## src/rtl/alarm_pkg.sv

```systemverilog
// Shared encodings and limits for the alarm controller.
// The state encoding is visible on the state output port.
package alarm_pkg;

    typedef enum logic [1:0] {
        ST_IDLE    = 2'b00,
        ST_RINGING = 2'b01,
        ST_SNOOZE  = 2'b10
    } state_t;

    localparam logic [4:0] HH_MAX = 5'd23;
    localparam logic [5:0] MM_MAX = 6'd59;
    localparam logic [5:0] SS_MAX = 6'd59;

    // Only a legal hour/minute pair may be loaded into time or alarm registers.
    function automatic logic hm_valid(input logic [4:0] h, input logic [5:0] m);
        return (h <= HH_MAX) && (m <= MM_MAX);
    endfunction

endpackage

```

## src/rtl/sec_tick_gen.sv

```systemverilog
// Free-running divider producing a one-cycle strobe every CLK_FREQ_HZ cycles.
// clr restarts the second so a freshly loaded time gets a full second.
module sec_tick_gen #(
    parameter int CLK_FREQ_HZ = 50_000_000
) (
    input  logic clk,
    input  logic rst_n,
    input  logic clr,
    output logic tick
);

    localparam int DW = (CLK_FREQ_HZ > 1) ? $clog2(CLK_FREQ_HZ) : 1;
    localparam logic [DW-1:0] DIV_MAX = DW'(CLK_FREQ_HZ - 1);
    localparam logic [DW-1:0] DIV_ONE = DW'(1);

    logic [DW-1:0] r_div;

    always_ff @(posedge clk or negedge rst_n) begin
        if (!rst_n) begin
            r_div <= '0;
        end else if (clr || (r_div == DIV_MAX)) begin
            r_div <= '0;
        end else begin
            r_div <= r_div + DIV_ONE;
        end
    end

    assign tick = (r_div == DIV_MAX);

endmodule

```

## src/rtl/alarm_ctrl.sv

```systemverilog
// Time-of-day keeper with a programmable alarm and a ring/snooze/timeout sequencer.
// alarm_active is decoded from the state register and enables the breathing-LED stage.
module alarm_ctrl
    import alarm_pkg::*;
#(
    parameter int CLK_FREQ_HZ    = 50_000_000,
    parameter int RING_TIMEOUT_S = 60,
    parameter int SNOOZE_S       = 300
) (
    input  logic       clk,
    input  logic       rst_n,
    input  logic       set_time,
    input  logic       set_alarm,
    input  logic [4:0] set_hh,
    input  logic [5:0] set_mm,
    input  logic       alarm_en,
    input  logic       stop,
    input  logic       snooze,
    output logic [4:0] hh,
    output logic [5:0] mm,
    output logic [5:0] ss,
    output logic       sec_tick,
    output logic       alarm_active,
    output logic [1:0] state
);

    localparam int RC_W = (RING_TIMEOUT_S > 1) ? $clog2(RING_TIMEOUT_S) : 1;
    localparam int SC_W = $clog2(SNOOZE_S + 1);
    localparam logic [RC_W-1:0] RING_LAST = RC_W'(RING_TIMEOUT_S - 1);
    localparam logic [RC_W-1:0] RING_ONE  = RC_W'(1);
    localparam logic [SC_W-1:0] SNZ_LOAD  = SC_W'(SNOOZE_S);
    localparam logic [SC_W-1:0] SNZ_ONE   = SC_W'(1);

    logic [4:0]      r_hh;
    logic [5:0]      r_mm;
    logic [5:0]      r_ss;
    logic [4:0]      r_alm_hh;
    logic [5:0]      r_alm_mm;
    state_t          r_state;
    logic [RC_W-1:0] r_ring_cnt;
    logic [SC_W-1:0] r_snz_cnt;

    logic            w_sec_tick;
    logic            w_set_time_ok;
    logic            w_set_alarm_ok;
    logic            w_tick;
    logic            w_ss_wrap;
    logic            w_mm_wrap;
    logic [4:0]      w_nxt_hh;
    logic [5:0]      w_nxt_mm;
    logic [5:0]      w_nxt_ss;
    logic            w_match;
    state_t          w_state_nxt;
    logic [RC_W-1:0] w_ring_nxt;
    logic [SC_W-1:0] w_snz_nxt;

    assign w_set_time_ok  = set_time  & hm_valid(set_hh, set_mm);
    assign w_set_alarm_ok = set_alarm & hm_valid(set_hh, set_mm);

    sec_tick_gen #(
        .CLK_FREQ_HZ(CLK_FREQ_HZ)
    ) u_sec_tick_gen (
        .clk  (clk),
        .rst_n(rst_n),
        .clr  (w_set_time_ok),
        .tick (w_sec_tick)
    );

    // A time load in the tick cycle swallows that tick for both time and FSM.
    assign w_tick = w_sec_tick & ~w_set_time_ok;

    assign w_ss_wrap = (r_ss == SS_MAX);
    assign w_mm_wrap = (r_mm == MM_MAX);
    assign w_nxt_ss  = w_ss_wrap ? 6'd0 : (r_ss + 6'd1);
    assign w_nxt_mm  = w_ss_wrap ? (w_mm_wrap ? 6'd0 : (r_mm + 6'd1)) : r_mm;
    assign w_nxt_hh  = (w_ss_wrap && w_mm_wrap) ?
                       ((r_hh == HH_MAX) ? 5'd0 : (r_hh + 5'd1)) : r_hh;

    assign w_match = w_tick & alarm_en & (r_state == ST_IDLE) &
                     (w_nxt_hh == r_alm_hh) & (w_nxt_mm == r_alm_mm) & (w_nxt_ss == 6'd0);

    always_ff @(posedge clk or negedge rst_n) begin
        if (!rst_n) begin
            r_hh <= 5'd0;
            r_mm <= 6'd0;
            r_ss <= 6'd0;
        end else if (w_set_time_ok) begin
            r_hh <= set_hh;
            r_mm <= set_mm;
            r_ss <= 6'd0;
        end else if (w_tick) begin
            r_hh <= w_nxt_hh;
            r_mm <= w_nxt_mm;
            r_ss <= w_nxt_ss;
        end
    end

    always_ff @(posedge clk or negedge rst_n) begin
        if (!rst_n) begin
            r_alm_hh <= 5'd0;
            r_alm_mm <= 6'd0;
        end else if (w_set_alarm_ok) begin
            r_alm_hh <= set_hh;
            r_alm_mm <= set_mm;
        end
    end

    always_ff @(posedge clk or negedge rst_n) begin
        if (!rst_n) begin
            r_state    <= ST_IDLE;
            r_ring_cnt <= '0;
            r_snz_cnt  <= '0;
        end else begin
            r_state    <= w_state_nxt;
            r_ring_cnt <= w_ring_nxt;
            r_snz_cnt  <= w_snz_nxt;
        end
    end

    // Priority: alarm_en low, valid set_alarm, stop, snooze, then tick-driven moves.
    always_comb begin
        w_state_nxt = r_state;
        w_ring_nxt  = r_ring_cnt;
        w_snz_nxt   = r_snz_cnt;
        if (!alarm_en || w_set_alarm_ok) begin
            w_state_nxt = ST_IDLE;
        end else begin
            case (r_state)
                ST_IDLE: begin
                    if (w_match) begin
                        w_state_nxt = ST_RINGING;
                        w_ring_nxt  = '0;
                    end
                end
                ST_RINGING: begin
                    if (stop) begin
                        w_state_nxt = ST_IDLE;
                    end else if (snooze) begin
                        w_state_nxt = ST_SNOOZE;
                        w_snz_nxt   = SNZ_LOAD;
                    end else if (w_tick) begin
                        if (r_ring_cnt == RING_LAST) begin
                            w_state_nxt = ST_IDLE;
                        end else begin
                            w_ring_nxt = r_ring_cnt + RING_ONE;
                        end
                    end
                end
                ST_SNOOZE: begin
                    if (stop) begin
                        w_state_nxt = ST_IDLE;
                    end else if (w_tick) begin
                        if (r_snz_cnt == SNZ_ONE) begin
                            w_state_nxt = ST_RINGING;
                            w_ring_nxt  = '0;
                        end else begin
                            w_snz_nxt = r_snz_cnt - SNZ_ONE;
                        end
                    end
                end
                default: begin
                    w_state_nxt = ST_IDLE;
                end
            endcase
        end
    end

    assign hh           = r_hh;
    assign mm           = r_mm;
    assign ss           = r_ss;
    assign sec_tick     = w_sec_tick;
    assign alarm_active = (r_state == ST_RINGING);
    assign state        = r_state;

endmodule

```

## config.mk

```make
export PLATFORM = sky130hd
export DESIGN_NAME = alarm_ctrl
export DESIGN_NICKNAME = d
export VERILOG_FILES = /design/src/rtl/alarm_pkg.sv /design/src/rtl/sec_tick_gen.sv /design/src/rtl/alarm_ctrl.sv
export SDC_FILE = /design/constraint.sdc
export NUM_CORES = 1
export LEC_CHECK = 0
export CORE_MARGIN = 10
export CORE_UTILIZATION = 50
export CTS_BUF_LIST = sky130_fd_sc_hd__clkbuf_2 sky130_fd_sc_hd__clkbuf_4 sky130_fd_sc_hd__clkbuf_8
export CTS_CLUSTER_SIZE = 10
export DETAILED_ROUTE_END_ITERATION = 7
export GPL_ROUTABILITY_DRIVEN = 0
export PLACE_DENSITY_LB_ADDON = 0.3
export SLEW_MARGIN = 30
export SYNTH_ARGS = -nofsm -noshare
export SYNTH_HDL_FRONTEND = slang
export SYNTH_HIERARCHICAL = 1
export SYNTH_SLANG_ARGS = --single-unit
export TNS_END_PERCENT = 100
```

## constraint.sdc

```tcl
create_clock -name clk -period 8.3 [get_ports clk]
set_clock_uncertainty 0.05 [all_clocks]
set_input_delay 0.83 -clock clk [delete_from_list [all_inputs] [get_ports clk]]
set_output_delay 0.83 -clock clk [all_outputs]
set_load 0.02 [all_outputs]
```

==> impl_metrics.ini, run 1 <==
[power]
p_per_area_nw_per_um2 = 161
netSwitchingPower_mw = 0.235
p_leak_nw = 2.08
p_int_mw = 0.581
ir_worst_vdd_mv = 0.0842
pwr-share-comb = 0.160
switching_share = 0.288
clkPwrFrac = 0.356
pwr-share-seq = 0.484

[route]
drt-met1-wl_mm = 4.86
viasPerCell = 6.07
met2WireLength_mm = 4.72
routed_wl_mm = 10.5
vias = 3887
avgRoutedWirePerCell_um = 16.4
dr.max_layer_used = met4
drtAntennaViolNets = 0
route.met3.wl_um = 761
drtIter0Drc = 315
first_pass_iters = 5
post-route-drc-count = 0

[critical_path]
critPathKind = primary input to flip-flop
crit_path_max_fanout = 23
arrival_ns = 3.89
crit_slowest_cell = o31ai_1
slowest_delay_ns = 0.60
crit_path_frequent_cell = nand3_1
critical_path.cell_chain = clkdlybuf4s50_1 > nand4_1 > nand3_1 > inv_1 > o31ai_1 > nand3_1 > nor4_1 > a211oi_1 > o21ai_0
crit_start = set_mm[2]
cp.required_ns = 8.51
cp-end-kind = flip-flop
r2r_start = u_sec_tick_gen/r_div[0]
startpoint_type = primary input

[final_layout]
fillCellCount = 757
final_cell_mix = dfrtp_1 (71), nand2_1 (50), nor2_1 (48), o21ai_0 (37), clkdlybuf4s50_1 (37)
mostFrequentLayoutCell = dfrtp_1
diodes = 0
fin_nets = 554
final_cells = 640
drive_gt1_frac = 0.0883
finish.utilization = 0.586
syn2layout_area_growth_pct = 14.8

[floorplan]
rows = 34
core_area_um2 = 8640
fp.dieH_um = 114
initial_core_util = 0.510
die_area_um2 = 13000
chipWidth_um = 114
pin_count = 39

[global_route]
grt_pass1_vias = 3663
antenna_found_initial = 0
grt_max_degree = 72
grt_first_pass_wirelength_mm = 18.0
grt_overflow_total = 0
groute.usage.overall = 0.164

[logic_synthesis]
yosys_warnings = 6
yosys_most_used_dff = dfrtp_1
synth_cell_type_count = 68
synthArstFlopShare = 1.00
synth_top_area_frac = 0.403
synth.largest_area_cell = dfrtp_1
ys_seq_area_frac = 0.403
synth_area_leaders = dfrtp_1 (40%), nand2_1 (4.3%), o21ai_0 (4.2%)
synth_edf_count = 0
ys_ff_latch = 71
synthCells = 494
syn_avg_cell_area_um2 = 8.92
syn_area_um2 = 4410
syn_nets = 521

[sta]
max_freq_ghz = 0.272
whs_ns = 0.438
tightest_slew_ns = 0.723
rsz0062_at_grt = no
min_period_ns = 3.68
hold_viol = 0
setup_violations = 0
relSlewSlack = 0.517
timing_max_transition_violations_final = 0
min_period_over_period = 0.444
tns_ns = 0

[run]
maxCapViolations = 0

[worst_hold_path]
min_from = r_snz_cnt[8]
hold_path.class = flip-flop to flip-flop

[place]
portBuffers = 38
dp.cells = 624
post-dp-hpwl_mm = 7.61

[clock_network]
cts_buffers = 9
post_cts_buffers = 0
cts_tree = yes
clk_pin_slew_worst_paths_ns = 0.07
clock_latency_ns = 0.35
clockBufferDepth = 2
holdBufCountCts = 0
ctsResizeCount = 0
h-tree-depth = 3
clock_sinks = 71
cts-root-buf = clkbuf_8

[status]
outcome = complete, no violations
[cell families after synthesis]
group,count (synthesis),share of synthesized area
simple gates,229,0.283
compound gates,109,0.158
flops,71,0.403
buf+inv,30,0.0304
xor+xnor,27,0.0536
mux,19,0.0463
fa+ha+maj,9,0.0255
[state kept, by name, summed over array words and instances (netlist names)]
name                  flops
r_alm_hh                  5
r_ring_cnt                6
r_snz_cnt                 9
state                     2
u_sec_tick_gen/r_div     26
r_alm_mm                  6
ss                        6
hh                        5
mm                        6
[synth_stat cells, drive strengths merged (3+ instances only)]
cell    number
or4          3
o21a         3
ha           9
nand4       17
and4         6
nor3        15
o31ai       13
xnor2       13
o21ai       38
or3         12
mux2i        8
nand4b       4
clkbuf       9
and3         9
dfrtp       71
nor4         8
and2         6
nand3       22
nand3b       4
nor2b        7
a21oi       24
mux2        11
nor2        49
nand2b       7
nor3b        3
nand2       51
inv         10
xor2        14
o211ai       4
buf         10
[area by class of cell]
class,count,area (µm²),area share
inverters,11,41.3,0.00816
clock inverters,5,56.3,0.0111
flip-flops and latches,71,1780,0.351
repair buffers,41,402,0.0794
multi-input cells,393,2500,0.494
clock buffers,11,151,0.0299
well taps,108,135,0.0267
[worst paths after layout]
| check | slack (ns) | endpoint | cells past startpoint |
|---|---|---|---|
| max | 4.62 | r_ring_cnt[3] | 9 |
| min | 0.44 | r_snz_cnt[8] | 1 |
| max reg2reg | 4.93 | r_ring_cnt[3] | 11 |
| min reg2reg | 0.44 | r_snz_cnt[8] | 1 |
| max in group asynchronous | 7.22 | hh[1] | 2 |
| min in group asynchronous | 0.53 | u_sec_tick_gen/r_div[23] | 2 |
[power groups by stage]
stage                     clock network (mW)  logic (mW)  registers (mW)
after global routing                   0.312       0.145           0.399
after global placement                     0       0.128           0.400
after detailed placement                   0       0.130           0.401
after CTS                              0.296       0.131           0.394
final                                  0.291       0.130           0.395
after floorplan                            0      0.0828           0.397
[metal layers]
metal	vias to the layer above	global-route usage
li1	1878	-
met1	1855	0.233
met2	141	0.242
met3	13	0.0357
met4	0	0.0551
met5	-	0
[worst max-delay path: cells and delay by family]
kind | cells | cell delay (ns)
AND/OR/NAND/NOR | 4 | 1.34
AO/OA/AOI/OAI | 3 | 0.76
buffers and inverters | 2 | 0.95
[per-stage QoR]
step / instance area (µm²) / worst slack, ns / power (mW)
2_1_floorplan: 4410 / 5.17 / 0.480
3_3_place_gp: 4850 / 4.52 / 0.528
3_5_place_dp: 4850 / 4.38 / 0.531
4_1_cts: 5060 / 4.72 / 0.822
5_1_grt: 5060 / 4.38 / 0.856
6_report: 5060 / 4.62 / 0.816
Note: power is estimated with default switching activity, not from simulation.
==> run 2: changes to the inputs <==
==> constraint.sdc (replaced) <==
create_clock -name clk -period 3 [get_ports clk]
set_clock_uncertainty 0.05 [all_clocks]
set_input_delay 0.3 -clock clk [delete_from_list [all_inputs] [get_ports clk]]
set_output_delay 0.3 -clock clk [all_outputs]
set_load 0.02 [all_outputs]
==> run 2 against run 1 <==
Against the previous run: the run now ends with negative hold slack left; largest cell class unchanged; critical path type is now flip-flop to flip-flop; clock power increased to 2.6 times the previous value; setup slack got worse by 4.4 ns; wire length increased by 3.9%; via count increased by 0.98%; sequential cell count unchanged; non-clock buffer count increased by 21; design area increased by 3.2%.
==> impl_metrics.ini, run 2 (same netlist as run 1, synthesis figures left out) <==
[critical_path]
slowest_delay_ns = 0.47
critical_path.cell_chain = ha_1 > nand2_2 > o41a_1 > or3_1 > a22oi_1 > nand4_1 > nor4_4 > buf_4 > o211ai_1
arrival_ns = 2.98
cp-end-kind = flip-flop
startpoint_type = flip-flop
cp_top_family = simple AND/OR/NAND/NOR gates
crit_slowest_cell = o41a_1
critPathKind = flip-flop to flip-flop
critPathBufInv = 1
cp.required_ns = 3.16
crit_path_max_fanout = 10

[sta]
relSlewSlack = 0.448
min_period_over_period = 0.939
hold_viol = 8
setup_violations = 0
tightest_slew_ns = 0.828
timing_max_transition_violations_final = 0
min_period_ns = 2.82
setup_ws_ns = 0.182
max_freq_ghz = 0.355
whs_ns = -0.0119

[power]
ir_worst_vdd_mv = 0.238
clkPwrFrac = 0.336
p_leak_nw = 2.19
switching_share = 0.292
pwr-share-seq = 0.482
netSwitchingPower_mw = 0.653
power_mw = 2.23
pwr-share-comb = 0.182
p_int_mw = 1.58
p_per_area_nw_per_um2 = 427

[clock_network]
clock_sinks = 71
h-tree-depth = 3
clock_latency_ns = 0.35
clk_pin_slew_worst_paths_ns = 0.09
clockBufferDepth = 2
cts_tree = yes
cts_buffers = 9
holdBufCountCts = 0
cts-root-buf = clkbuf_8

[route]
vias = 3925
avgRoutedWirePerCell_um = 16.5
routed_wl_mm = 10.9
drtAntennaViolNets = 0
first_pass_iters = 5
drtIter0Drc = 289
post-route-drc-count = 0
viasPerCell = 5.95

[final_layout]
final_cell_mix = dfrtp_1 (71), nand2_1 (50), nor2_1 (48), o21ai_0 (37), clkdlybuf4s50_1 (37)
drive_gt1_frac = 0.129
top_register = u_sec_tick_gen/r_div
finish.utilization = 0.605
reg_top3 = u_sec_tick_gen/r_div x26, r_snz_cnt x9
diodes = 0
fin_nets = 575
largest_reg_flops = 26
syn2layout_area_growth_pct = 18.5
mostFrequentLayoutCell = dfrtp_1
final_cells = 660
fillCellCount = 735

[floorplan]
die_area_um2 = 13000
initial_core_util = 0.510
core_area_um2 = 8640
fp.dieH_um = 114
rows = 34
chipWidth_um = 114
pin_count = 39

[global_route]
grt_overflow_total = 0
grt_max_degree = 37
grt_first_pass_wirelength_mm = 18.4
grt_pass1_vias = 3763
groute.usage.overall = 0.168
antenna_found_initial = 0

[place]
place_worst_setup_slack_ns = 0.000662
post-dp-hpwl_mm = 8.10
dp.cells = 644
portBuffers = 38

[status]
violations = negative hold slack
outcome = complete, but fails checks

[run]
maxCapViolations = 0

[worst_hold_path]
hold_path.class = primary input to async pin
run 2: metal layers:
metal	track usage	up-vias	wire length, µm
met5	0	-	0
met4	0.0501	0	127
met3	0.0409	14	690
met2	0.263	119	4980
met1	0.226	1872	5090
li1	-	1920	-
run 2: path summary, 6_finish.rpt:
kind                                             to  slack, ns  cells after the start         start
max                                   r_ring_cnt[5]       0.18                      9         ss[0]
max in group asynchronous   u_sec_tick_gen/r_div[7]       2.13                      2         rst_n
min in group clk                       r_snz_cnt[8]       0.44                      1  r_snz_cnt[8]
max reg2reg                           r_ring_cnt[5]       0.18                      9         ss[0]
min                        u_sec_tick_gen/r_div[24]      -0.01                      1         rst_n
min reg2reg                            r_snz_cnt[8]       0.44                      1  r_snz_cnt[8]
run 2: worst reg2reg max path: stages (launching register included):
cell and delay, ns:
dfrtp_1 0.45, ha_1 0.28, nand2_2 0.19, o41a_1 0.47, or3_1 0.31, a22oi_1 0.19
nand4_1 0.17, nor4_4 0.29, buf_4 0.20, o211ai_1 0.10
run 2: layout make-up:
class | count | area, µm² | area share
clock buffer | 9 | 124 | 0.0237
clock inverter | 6 | 61.3 | 0.0117
inverter | 11 | 41.3 | 0.00790
multi-input combinational | 393 | 2530 | 0.484
sequential | 71 | 1780 | 0.340
tap | 108 | 135 | 0.0259
timing repair buffer | 62 | 556 | 0.106
run 2: power groups by stage:
stage                     clock network (mW)  registers, mW  logic (mW)
after floorplan                            0           1.10       0.229
after global placement                     0           1.09       0.397
after detailed placement                   0           1.09       0.404
after CTS                              0.767           1.08       0.405
after global routing                   0.809           1.09       0.446
final                                  0.750           1.08       0.406
run 2: per-stage QoR:
stage	TNS (ns)	area, µm²	hold WS (ns)
after floorplan	0	4410	-0.0456
after global placement	0	5000	0.394
after detailed placement	0	5000	0.401
after CTS	0	5190	0.0118
after global routing	-0.000602	5220	0.0428
final	0	5220	-0.0119
run 2: timing repair:
item / CTS / global route
endpoints found under the hold margin: 0 / 0
pin swaps: 0 / 2
buffers inserted: 0 / 1
endpoints found under the setup margin: 4 / 12
resized for setup: 1 / 4
==> run 3: changes to the inputs <==
--- a/config.mk
+++ b/config.mk
@@ -5,6 +5,7 @@
 export SDC_FILE = /design/constraint.sdc
 export NUM_CORES = 1
 export LEC_CHECK = 0
+export ABC_AREA = 1
 export CORE_MARGIN = 10
 export CORE_UTILIZATION = 50
 export CTS_BUF_LIST = sky130_fd_sc_hd__clkbuf_2 sky130_fd_sc_hd__clkbuf_4 sky130_fd_sc_hd__clkbuf_8
@@ -12,6 +13,7 @@
 export DETAILED_ROUTE_END_ITERATION = 7
 export GPL_ROUTABILITY_DRIVEN = 0
 export PLACE_DENSITY_LB_ADDON = 0.3
+export REMOVE_ABC_BUFFERS = 1
 export SLEW_MARGIN = 30
 export SYNTH_ARGS = -nofsm -noshare
 export SYNTH_HDL_FRONTEND = slang
==> run 3 against run 2 <==
Against the previous run: worst hold slack improved by 0.45 ns; largest power group unchanged; core utilization fell by 0.42 points; die area rose by 2.7%; critical endpoint is now sec_tick; design area rose by 1.3%; sequential power barely moved; via count rose by 7.3%; cell count rose by 21%; power rose by 7.5%; combinational power rose by 3%; largest cell class unchanged; count of clock-buffer cells in the layout did not move; the flow now finishes without violations; synthesized cell count rose by 29%.
==> impl_metrics.ini, run 3 <==
[clock_network]
cts_tree = yes
holdBufCountCts = 1
cts_buffers = 9
clockBufferDepth = 2
clock_latency_ns = 0.35
clk_pin_slew_worst_paths_ns = 0.08
cts-root-buf = clkbuf_8
ctsResizeCount = 0
clock_sinks = 71
h-tree-depth = 3
post_cts_buffers = 0

[power]
p_leak_nw = 2.55
netSwitchingPower_mw = 0.723
switching_share = 0.301
pwr-share-comb = 0.174
p_int_mw = 1.68
clkPwrFrac = 0.363
p_per_area_nw_per_um2 = 453
ir_worst_vdd_mv = 0.234
pwr-share-seq = 0.463
power_mw = 2.40

[logic_synthesis]
synthCells = 635
yosys_warnings = 6
syn_avg_cell_area_um2 = 7.17
synth_area_leaders = dfrtp_1 (39%), nand2_1 (16%), nor2_1 (7.6%)
synthTopCellsByCount = nand2_1 (193), nor2_1 (92), inv_1 (80)
yosys_most_used_dff = dfrtp_1
synth.largest_area_cell = dfrtp_1
synth_edf_count = 0
ys_ff_latch = 71
syn_area_um2 = 4560
synth_top_area_frac = 0.390
synth_most_common_cell = nand2_1
ys_seq_area_frac = 0.390
synthArstFlopShare = 1.00
synth_cell_type_count = 43

[final_layout]
reg_top3 = u_sec_tick_gen/r_div x26, r_snz_cnt x9
top_register = u_sec_tick_gen/r_div
final_cell_mix = nand2_1 (193), nor2_1 (92), inv_1 (80), dfrtp_1 (71), nand3_1 (53)
mostFrequentLayoutCell = nand2_1
fin_nets = 711
drive_gt1_frac = 0.0972
diodes = 0
largest_reg_flops = 26
multi_input_area_um2 = 2400
syn2layout_area_growth_pct = 16.1
fillCellCount = 813
final_cells = 797
seq_area_um2 = 1780

[sta]
tns_ns = 0
timing_max_transition_violations_final = 0
setup_ws_ns = 0.355
setup_violations = 0
hold_viol = 0
min_period_ns = 2.65
rsz0062_at_grt = no
min_period_over_period = 0.882
relSlewSlack = 0.522
max_freq_ghz = 0.378
tightest_slew_ns = 0.717

[critical_path]
r2r_setup_slack_ns = 0.42
arrival_ns = 2.30
reg2regPathDepth = 13
r2r_start = u_sec_tick_gen/r_div[0]
r2r-end = r_ring_cnt[1]
cp.required_ns = 2.65
crit_slowest_cell = clkdlybuf4s50_1
critPathKind = flip-flop to output pin
startpoint_type = flip-flop
slowest_delay_ns = 0.64
crit_path_max_fanout = 5
cp-end-kind = output pin
critical_path.cell_chain = ha_1 > nand3_1 > nor2_1 > nand2_1 > nor3_1 > buf_4 > clkdlybuf4s50_1

[route]
viasPerCell = 5.28
drtIter0Drc = 314
drtAntennaViolNets = 0
avgRoutedWirePerCell_um = 14.2
drt-met1-wl_mm = 5.03
dr.max_layer_used = met4
first_pass_iters = 5
route.met3.wl_um = 641
met2WireLength_mm = 5.47
vias = 4210
routed_wl_mm = 11.3
post-route-drc-count = 0

[worst_hold_path]
hold_end = r_ring_cnt[5]
hold_path.class = flip-flop to flip-flop
worst_hold_path.num_cells = 2
min_from = r_ring_cnt[5]

[floorplan]
rows = 34
core_area_um2 = 8810
pin_count = 39
chipWidth_um = 115
fp.dieH_um = 115
die_area_um2 = 13300
initial_core_util = 0.517

[place]
post-dp-hpwl_mm = 8.39
portBuffers = 38
place_worst_setup_slack_ns = 0.469
dp.cells = 780

[global_route]
groute.usage.overall = 0.178
grt_overflow_total = 0
grt_max_degree = 31
grt_first_pass_wirelength_mm = 19.5
antenna_found_initial = 0
grt_pass1_vias = 4194

[status]
outcome = complete, no violations

[run]
maxCapViolations = 0
-- run 3: cell types whose count changed after synthesis, sizes merged, moves of 12 or more --
cell	delta
nor2	+57
nand2	+152
or3	-12
o31ai	-12
a21oi	-14
nand3	+38
o21ai	-23
inv	+72
-- run 3: per-layer routing --
metal,up-vias,GRT usage
li1,2110,-
met1,1977,0.216
met2,108,0.308
met3,15,0.0408
met4,0,0.0557
met5,-,0
-- run 3: worst max-delay path by stage --
stage / cells after the start / to / start / slack (ns)
after floorplan: 12 / r_ring_cnt[3] / u_sec_tick_gen/r_div[0] / 0.19
after CTS: 7 / sec_tick / u_sec_tick_gen/r_div[0] / 0.33
after global placement: 12 / r_snz_cnt[2] / u_sec_tick_gen/r_div[0] / 0.59
after global routing: 14 / r_snz_cnt[6] / u_sec_tick_gen/r_div[0] / 0.15
final: 7 / sec_tick / u_sec_tick_gen/r_div[0] / 0.35
after detailed placement: 13 / r_ring_cnt[1] / u_sec_tick_gen/r_div[0] / 0.47
-- run 3: cells by family after synthesis --
logic type / count (synthesis) / synth area share
adder cells (fa/ha/maj): 9 / 0.0247
multiplexers: 3 / 0.00742
buffers and inverters: 93 / 0.0840
AND/OR/NAND/NOR: 394 / 0.389
flip-flops: 71 / 0.390
AO/OA/AOI/OAI: 45 / 0.0662
XOR/XNOR: 20 / 0.0385
-- run 3: worst max-delay path, delay by kind of cell, from the launching register on --
| kind | cells | cell delay [ns] |
|---|---|---|
| fa+ha+maj | 1 | 0.17 |
| buf+inv | 2 | 0.79 |
| flops | 1 | 0.42 |
| simple gates | 4 | 0.56 |
-- run 3: layout make-up --
type / instances / area share
clock buffers: 9 / 0.0234
repair buffers: 47 / 0.0842
flip-flops and latches: 71 / 0.336
clock inverters: 7 / 0.0184
multi-input cells: 471 / 0.453
well taps: 108 / 0.0255
inverters: 84 / 0.0596
-- run 3: metrics by stage --
stage / util / instance area (µm²) / hold slack [ns]
6_report: 0.601 / 5290 / 0.442
5_1_grt: 0.601 / 5290 / 0.472
4_1_cts: 0.601 / 5290 / 0.440
3_5_place_dp: 0.574 / 5060 / 0.343
3_3_place_gp: 0.574 / 5060 / 0.339
2_1_floorplan: - / 4490 / -0.0456
-- run 3: power groups by stage --
stage / clock network, mW / registers [mW] / logic [mW]
after global placement: 0 / 1.12 / 0.402
final: 0.871 / 1.11 / 0.418
after global routing: 0.927 / 1.12 / 0.474
after floorplan: 0 / 1.13 / 0.242
after detailed placement: 0 / 1.13 / 0.418
after CTS: 0.886 / 1.11 / 0.421
